File: config.mk
export PLATFORM = sky130hd
export DESIGN_NAME = bsg_mem_1r1w_sync_mask_bypass_synth
export DESIGN_NICKNAME = d
export VERILOG_FILES = /design/src/rtl/bsg_mem_1r1w_sync_mask_bypass_synth_pkg.sv /design/src/rtl/bsg_mem_1r1w_mask_synth.sv /design/src/rtl/bsg_mem_1r1w_sync_mask_bypass_synth.sv
export SDC_FILE = /design/constraint.sdc
export NUM_CORES = 1
export LEC_CHECK = 0
export BUFFER_PORTS_ARGS = -buffer_cell sky130_fd_sc_hd__buf_2
export CELL_PAD_IN_SITES_DETAIL_PLACEMENT = 0
export CELL_PAD_IN_SITES_GLOBAL_PLACEMENT = 1
export CORE_ASPECT_RATIO = 1.1
export CORE_MARGIN = 2
export CORE_UTILIZATION = 38
export CTS_CLUSTER_DIAMETER = 30
export CTS_CLUSTER_SIZE = 25
export DETAILED_ROUTE_END_ITERATION = 12
export GPL_ROUTABILITY_DRIVEN = 0
export PLACE_DENSITY = 0.71
export RECOVER_POWER = 50
export SYNTH_ARGS = -nofsm -noshare
export SYNTH_HDL_FRONTEND = slang
export SYNTH_HIERARCHICAL = 1
export SYNTH_SLANG_ARGS = --single-unit
File: constraint.sdc
create_clock -name clk_i -period 3.8 [get_ports clk_i]
set_input_delay 0.57 -clock clk_i [delete_from_list [all_inputs] [get_ports clk_i]]
set_output_delay 0.57 -clock clk_i [all_outputs]
set_load 0.02 [all_outputs]
File: src/rtl/bsg_mem_1r1w_sync_mask_bypass_synth_pkg.sv
// ============================================================================
// Module   : bsg_mem_1r1w_sync_mask_bypass_synth_pkg
// Brief    : Shared helpers for the 1r1w synthesised memory slice.
// Revision : 1.0 - initial release
// ============================================================================
`default_nettype none

package bsg_mem_1r1w_sync_mask_bypass_synth_pkg;

  // A single-entry array still needs a one-bit address port.
  function automatic int safe_clog2(input int n);
    return (n <= 1) ? 1 : $clog2(n);
  endfunction

endpackage

`default_nettype wire

File: src/rtl/bsg_mem_1r1w_mask_synth.sv
// ============================================================================
// Module   : bsg_mem_1r1w_mask_synth
// Brief    : Masked-write array with asynchronous read mux; out-of-range
//            writes are dropped and out-of-range reads return zero.
// Revision : 1.0 - initial release
// ============================================================================
`default_nettype none

module bsg_mem_1r1w_mask_synth
  import bsg_mem_1r1w_sync_mask_bypass_synth_pkg::*;
#(
  parameter  int width_p       = 36,
  parameter  int els_p         = 2,
  localparam int addr_width_lp = safe_clog2(els_p)
) (
  input  logic                     w_clk_i,
  input  logic                     w_reset_i,
  input  logic                     w_v_i,
  input  logic [addr_width_lp-1:0] w_addr_i,
  input  logic [width_p-1:0]       w_data_i,
  input  logic [width_p-1:0]       w_mask_i,
  input  logic [addr_width_lp-1:0] r_addr_i,
  output logic [width_p-1:0]       r_data_o
);

  localparam logic [addr_width_lp:0] c_els = els_p[addr_width_lp:0];

  logic [width_p-1:0] r_mem [els_p];
  logic               w_w_in_range;
  logic               w_r_in_range;

  assign w_w_in_range = ({1'b0, w_addr_i} < c_els);
  assign w_r_in_range = ({1'b0, r_addr_i} < c_els);

  // Storage is intentionally not reset; only the write port touches it.
  always_ff @(posedge w_clk_i) begin
    if (!w_reset_i && w_v_i && w_w_in_range) begin
      r_mem[w_addr_i] <= (r_mem[w_addr_i] & ~w_mask_i) | (w_data_i & w_mask_i);
    end
  end

  assign r_data_o = w_r_in_range ? r_mem[r_addr_i] : '0;

endmodule

`default_nettype wire

File: src/rtl/bsg_mem_1r1w_sync_mask_bypass_synth.sv
// ============================================================================
// Module   : bsg_mem_1r1w_sync_mask_bypass_synth
// Brief    : 1r1w memory with registered read, per-bit write mask, optional
//            write-to-read bypass and optional hold of the last read data.
// Revision : 1.0 - initial release
// ============================================================================
`default_nettype none

module bsg_mem_1r1w_sync_mask_bypass_synth
  import bsg_mem_1r1w_sync_mask_bypass_synth_pkg::*;
#(
  parameter  int width_p                = 36,
  parameter  int els_p                  = 2,
  parameter  int read_write_same_addr_p = 0,
  parameter  int latch_last_read_p      = 1,
  localparam int addr_width_lp          = safe_clog2(els_p)
) (
  input  logic                     clk_i,
  input  logic                     reset_i,
  input  logic                     w_v_i,
  input  logic [addr_width_lp-1:0] w_addr_i,
  input  logic [width_p-1:0]       w_data_i,
  input  logic [width_p-1:0]       w_mask_i,
  input  logic                     r_v_i,
  input  logic [addr_width_lp-1:0] r_addr_i,
  output logic [width_p-1:0]       r_data_o,
  output logic                     r_v_o
);

  localparam logic [addr_width_lp:0] c_els = els_p[addr_width_lp:0];

  logic [width_p-1:0] w_mem_data;
  logic [width_p-1:0] w_rd_data;
  logic               w_collide;
  logic [width_p-1:0] r_data_q;
  logic               r_v_q;

  bsg_mem_1r1w_mask_synth #(
    .width_p (width_p),
    .els_p   (els_p)
  ) u_mem (
    .w_clk_i   (clk_i),
    .w_reset_i (reset_i),
    .w_v_i     (w_v_i),
    .w_addr_i  (w_addr_i),
    .w_data_i  (w_data_i),
    .w_mask_i  (w_mask_i),
    .r_addr_i  (r_addr_i),
    .r_data_o  (w_mem_data)
  );

  // An out-of-range read returns zero even if an equal write address is presented.
  assign w_collide = r_v_i & w_v_i & (r_addr_i == w_addr_i)
                   & ({1'b0, r_addr_i} < c_els);

  generate
    if (read_write_same_addr_p != 0) begin : g_bypass
      assign w_rd_data = w_collide
                       ? ((w_mem_data & ~w_mask_i) | (w_data_i & w_mask_i))
                       : w_mem_data;
    end else begin : g_no_bypass
      assign w_rd_data = w_mem_data;
    end
  endgenerate

  always_ff @(posedge clk_i) begin
    if (reset_i) begin
      r_data_q <= '0;
      r_v_q    <= 1'b0;
    end else if (r_v_i) begin
      r_data_q <= w_rd_data;
      r_v_q    <= 1'b1;
    end else begin
      r_v_q <= 1'b0;
      if (latch_last_read_p == 0) begin
        r_data_q <= '0;
      end
    end
  end

  assign r_data_o = r_data_q;
  assign r_v_o    = r_v_q;

`ifndef SYNTHESIS
  always_ff @(posedge clk_i) begin
    if (!reset_i) begin
      assert (read_write_same_addr_p != 0 || !w_collide)
        else $error("bsg_mem_1r1w_sync_mask_bypass_synth: read/write collision at addr %0d", r_addr_i);
      assert (!(w_v_i && $isunknown(w_addr_i)))
        else $error("bsg_mem_1r1w_sync_mask_bypass_synth: unknown w_addr_i with w_v_i");
      assert (!(r_v_i && $isunknown(r_addr_i)))
        else $error("bsg_mem_1r1w_sync_mask_bypass_synth: unknown r_addr_i with r_v_i");
    end
  end
`endif

endmodule

`default_nettype wire

== Yosys cells after proc, flatten, opt, wreduce, memory -nomap -nowiden ==
Memories as Yosys holds them, arrays and structs flattened. A register that Yosys moved wholly into a read port is not among the register bits.
Cells that the tools add are included.
Operators by class
  mux-type cells: 3
  bitwise gates (word level): 4
  reduce and logical (&&, ||, !) cells: 2
Operator list (count)
  AND 36 bit: 2
  inverter 36 bit: 1
  OR 36 bit: 1
  2-to-1 mux 1 bit: 3
  logical AND 1 bit: 1
  logical NOT 1 bit: 1
Storage, ports and cells
  bits in registers: 1
  bits in writable memories: 72
  input bits: 78
  output and inout port bits: 37
  logic and storage cells: 11
  memories: 1
Memories
  u_mem.r_mem: depth 2, bits a word 36, read ports 2, clocked after Yosys merged registers in 1, write ports 1, RTL line bsg_mem_1r1w_mask_synth.sv:28  | logic [width_p-1:0] r_mem [els_p];

== Logic depth before layout (Yosys ltp) ==
  word-level depth: 4
  gate-level depth with buffers: 5
  gate-level depth less buffers: 3

== Modules after synthesis ==
The synthesis kept the hierarchy.
Modules (own cells, without submodules)
  bsg_mem_1r1w_mask_synth: times used 1, cells each 226, area each 3347.0 µm², sequential area each 2162.1 µm²
  bsg_mem_1r1w_sync_mask_bypass_synth: times used 1, cells each 118, area each 1332.5 µm², sequential area each 740.7 µm²

== Worst setup path before layout ==
Ideal clock, no wire load.
  path type: in2reg
  start: input w_addr_i
  end: memory u_mem.r_mem[0][0] (enable)
  setup time: 481 ps
  arrival: 3538 ps
  required time: 3319 ps
  slack: -219 ps
  cell stages on the path: 3
  path buffers: 2
  cells stage by stage: buf_6 buf_8 nor3b_1
RTL lines
  start: declaration: RTL line bsg_mem_1r1w_sync_mask_bypass_synth.sv:21  | input logic [addr_width_lp-1:0] w_addr_i,
  end: declaration: RTL line bsg_mem_1r1w_mask_synth.sv:28
Straight into the memory's write port.

== Worst setup path after layout ==
  start: input reset_i
  end: memory u_mem.r_mem[1][15] (enable)
On the way
  longest elaborated chain between the ends: 4
RTL lines
  start: declaration: RTL line bsg_mem_1r1w_sync_mask_bypass_synth.sv:19  | input logic reset_i,
  logical NOT 1 bit: RTL line bsg_mem_1r1w_mask_synth.sv:37  | if (!w_reset_i && w_v_i && w_w_in_range) begin
  logical AND 1 bit: RTL line bsg_mem_1r1w_mask_synth.sv:37
  2-to-1 mux 1 bit: RTL line bsg_mem_1r1w_mask_synth.sv:37
  2-to-1 mux 1 bit (not written as such): RTL line bsg_mem_1r1w_mask_synth.sv:38  | r_mem[w_addr_i] <= (r_mem[w_addr_i] & ~w_mask_i) | (w_data_i & w_mask_i);
No other way between the ends.

==> results.json <==
{
  "worst_path_max_delay_cell": "clkbuf_1",
  "nets": 535,
  "die_y_um": 120,
  "ys.flop_type": "edfxtp_1",
  "synth_area_um2": 4680,
  "cts_root_buffer": "clkbuf_16",
  "crit_type": "input port to flop",
  "clk_pin_slew_ns": 0.07,
  "crit_buf_inv": 1,
  "p_seq_share_pct": 50.8,
  "cp_top_family": "buffers and inverters",
  "die_area_um2": 13200,
  "cts_buffers": 9,
  "synth_area_leaders": "edfxtp_1 (46%), dfxtp_1 (16%), mux2i_1 (15%)",
  "syn_inst": 344,
  "fin_tns_setup_ns": 0,
  "clock_sinks": 109,
  "synthTopCellsByCount": "edfxtp_1 (72), mux2i_1 (72), dfxtp_1 (37)",
  "fin_crit_sh_pct": 71.5,
  "hold_buffers": 0,
  "maxCapViolCount": 1,
  "slew_viol_final": 40,
  "yosysWarnings": 6,
  "powerDensity_nw_per_um2": 474,
  "max-slew-margin-rel_pct": -34.3,
  "violations": "capacitance limit, slew limit",
  "io_pins": 115,
  "setup_viol": 0,
  "first_pass_iters": 5,
  "cp_slowest_stage_delay_ns": 1.41,
  "p_sw_w": 0.000566,
  "wl_mm": 9.60,
  "fin_crit_ns": 2.72,
  "yosys.area.top_type": "edfxtp_1",
  "worst_hold_startpoint": "r_data_o[32]",
  "drive_gt1_share_pct": 21.5,
  "status": "finished with violations",
  "path_depth": 2,
  "netlist.area_leader.share_pct": 46.2,
  "worstPathArrival_ns": 2.68,
  "initial_core_util_pct": 38.9,
  "dp_hpwl_mm": 6.43,
  "finClkSkew_ns": 0.00513,
  "placed_cells": 600,
  "stdcell_count": 615,
  "cp_max_fo": 39,
  "rows": 42,
  "insertion_delay_ns": 0.34,
  "r2r_start": "u_mem/r_mem[1][16]",
  "synth.distinct_cells": 17,
  "synth_edf_count": 72,
  "irDropWorstVdd_mv": 0.302,
  "rsz0062_at_grt": "false",
  "antenna_found_initial": 0,
  "tightest_slew_ns": 2.01,
  "crit_path_start": "reset_i",
  "drc_errors": 0,
  "pwr-share-comb_pct": 9.6,
  "drtIter0Drc": 105,
  "syn_to_final_growth_pct": 19.4,
  "cts_resized": 0,
  "seq_area_frac_synth_pct": 62.0,
  "wl_per_cell_um": 15.6,
  "grt_max_degree": 40,
  "async_reset_ff_share_pct": 0,
  "endpoint_kind": "flop",
  "r2r_cells": 3,
  "p_int_w": 0.00208,
  "io_buffers": 114,
  "syn_avg_cell_area_um2": 13.6,
  "cts_buffer_depth": 2,
  "cts_tree": "done",
  "syn_nets": 422,
  "hold_violations": 0,
  "power.leakage_nw": 2.27,
  "grt_pass1_vias": 2935,
  "cts.htree.levels": 3,
  "worstHoldPathType": "flop to flop",
  "fmax_mhz": 368,
  "crit_chain": "clkbuf_1 > and3b_2",
  "p_clk_share_pct": 39.6,
  "vias": 2982,
  "sw_frac_of_total_pct": 21.4,
  "drt.antenna.violating_nets": 0,
  "grt_overflow": 0,
  "critPathLaunchType": "input port",
  "vias_per_cell": 4.85,
  "diodes": 0,
  "grt_usage_pct": 15.1,
  "grt_pass1_wl_mm": 14.8,
  "critical_path_required_ns": 3.76,
  "min_path_cells": 2,
  "post_cts_buffers": 0,
  "core_um2": 12000,
  "synth-seq-cells": 109,
  "die_w_um": 110
}
registers in the layout, indices dropped and copies added (netlist names):
signal / count
r_data_o: 36
r_v_o: 1
u_mem/r_mem: 72
kinds of logic after synthesis:
| family | synth area share [%] |
|---|---|
| compound gates | 3.85 |
| buf+inv | 3.80 |
| flops | 62.0 |
| mux | 24.1 |
| simple gates | 6.26 |
power groups by stage:
| stage | logic (W) | clock network, W | registers [W] |
|---|---|---|---|
| after floorplan | 0.000147 | 0 | 0.00140 |
| final | 0.000253 | 0.00105 | 0.00135 |
| after global placement | 0.000262 | 0 | 0.00137 |
| after CTS | 0.000268 | 0.00107 | 0.00135 |
| after global routing | 0.000281 | 0.00112 | 0.00135 |
| after detailed placement | 0.000267 | 0 | 0.00137 |
worst reg2reg max path: cells and delay by family, from the launching register on:
kind          cells  cell delay [ns]
mux               2             0.44
flops             1             0.39
simple gates      1             0.05
placed cells by master, fill, tap and decap left out:
cell type / instances
and3b_2: 1
buf_2: 75
buf_4: 2
bufinv_16: 3
clkbuf_1: 41
clkbuf_16: 9
clkbuf_8: 1
clkinv_1: 1
clkinv_2: 1
dfxtp_1: 37
edfxtp_1: 72
mux2_1: 30
mux2_2: 6
mux2i_1: 72
nand2_1: 36
nor2_1: 36
nor2b_1: 1
nor3b_4: 1
o21ai_0: 16
o21ai_1: 20
through the flow:
step | hold slack, ns | power, W | worst slack, ns | utilization, % | cell area [um2]
floorplan | 0.583 | 0.00154 | 1.05 | - | 4680
global placement | 0.471 | 0.00163 | 1.35 | 44.1 | 5310
detailed placement | 0.478 | 0.00164 | 1.38 | 44.1 | 5310
CTS | 0.496 | 0.00268 | 1.71 | 46.9 | 5650
global route | 0.526 | 0.00276 | 0.903 | 46.4 | 5590
finish | 0.495 | 0.00265 | 1.08 | 46.4 | 5590
routing by layer:
metal  track usage [%]  vias to the layer above  routed length, um
met5                 0                        -                  0
met1              19.8                     1393               4310
met2              24.5                       98               4500
met4              5.46                        0                137
li1                  -                     1481                  -
met3              3.07                       10                658
final cells by class:
type                            count  area [um2]
Clock inverter                      5        98.8
Clock buffer                       10         239
Fill cell                        1138        6440
Timing Repair Buffer              118         544
Sequential cell                   109        2900
Multi-Input combinational cell    219        1610
Tap cell                          154         193
worst paths after layout:
check | slack (ns) | end
max | 1.08 | u_mem/r_mem[1][15]
min | 0.49 | r_data_o[32]
max reg2reg | 2.72 | r_data_o[16]
min reg2reg | 0.49 | r_data_o[32]
Power figures use the tool's default switching activity.
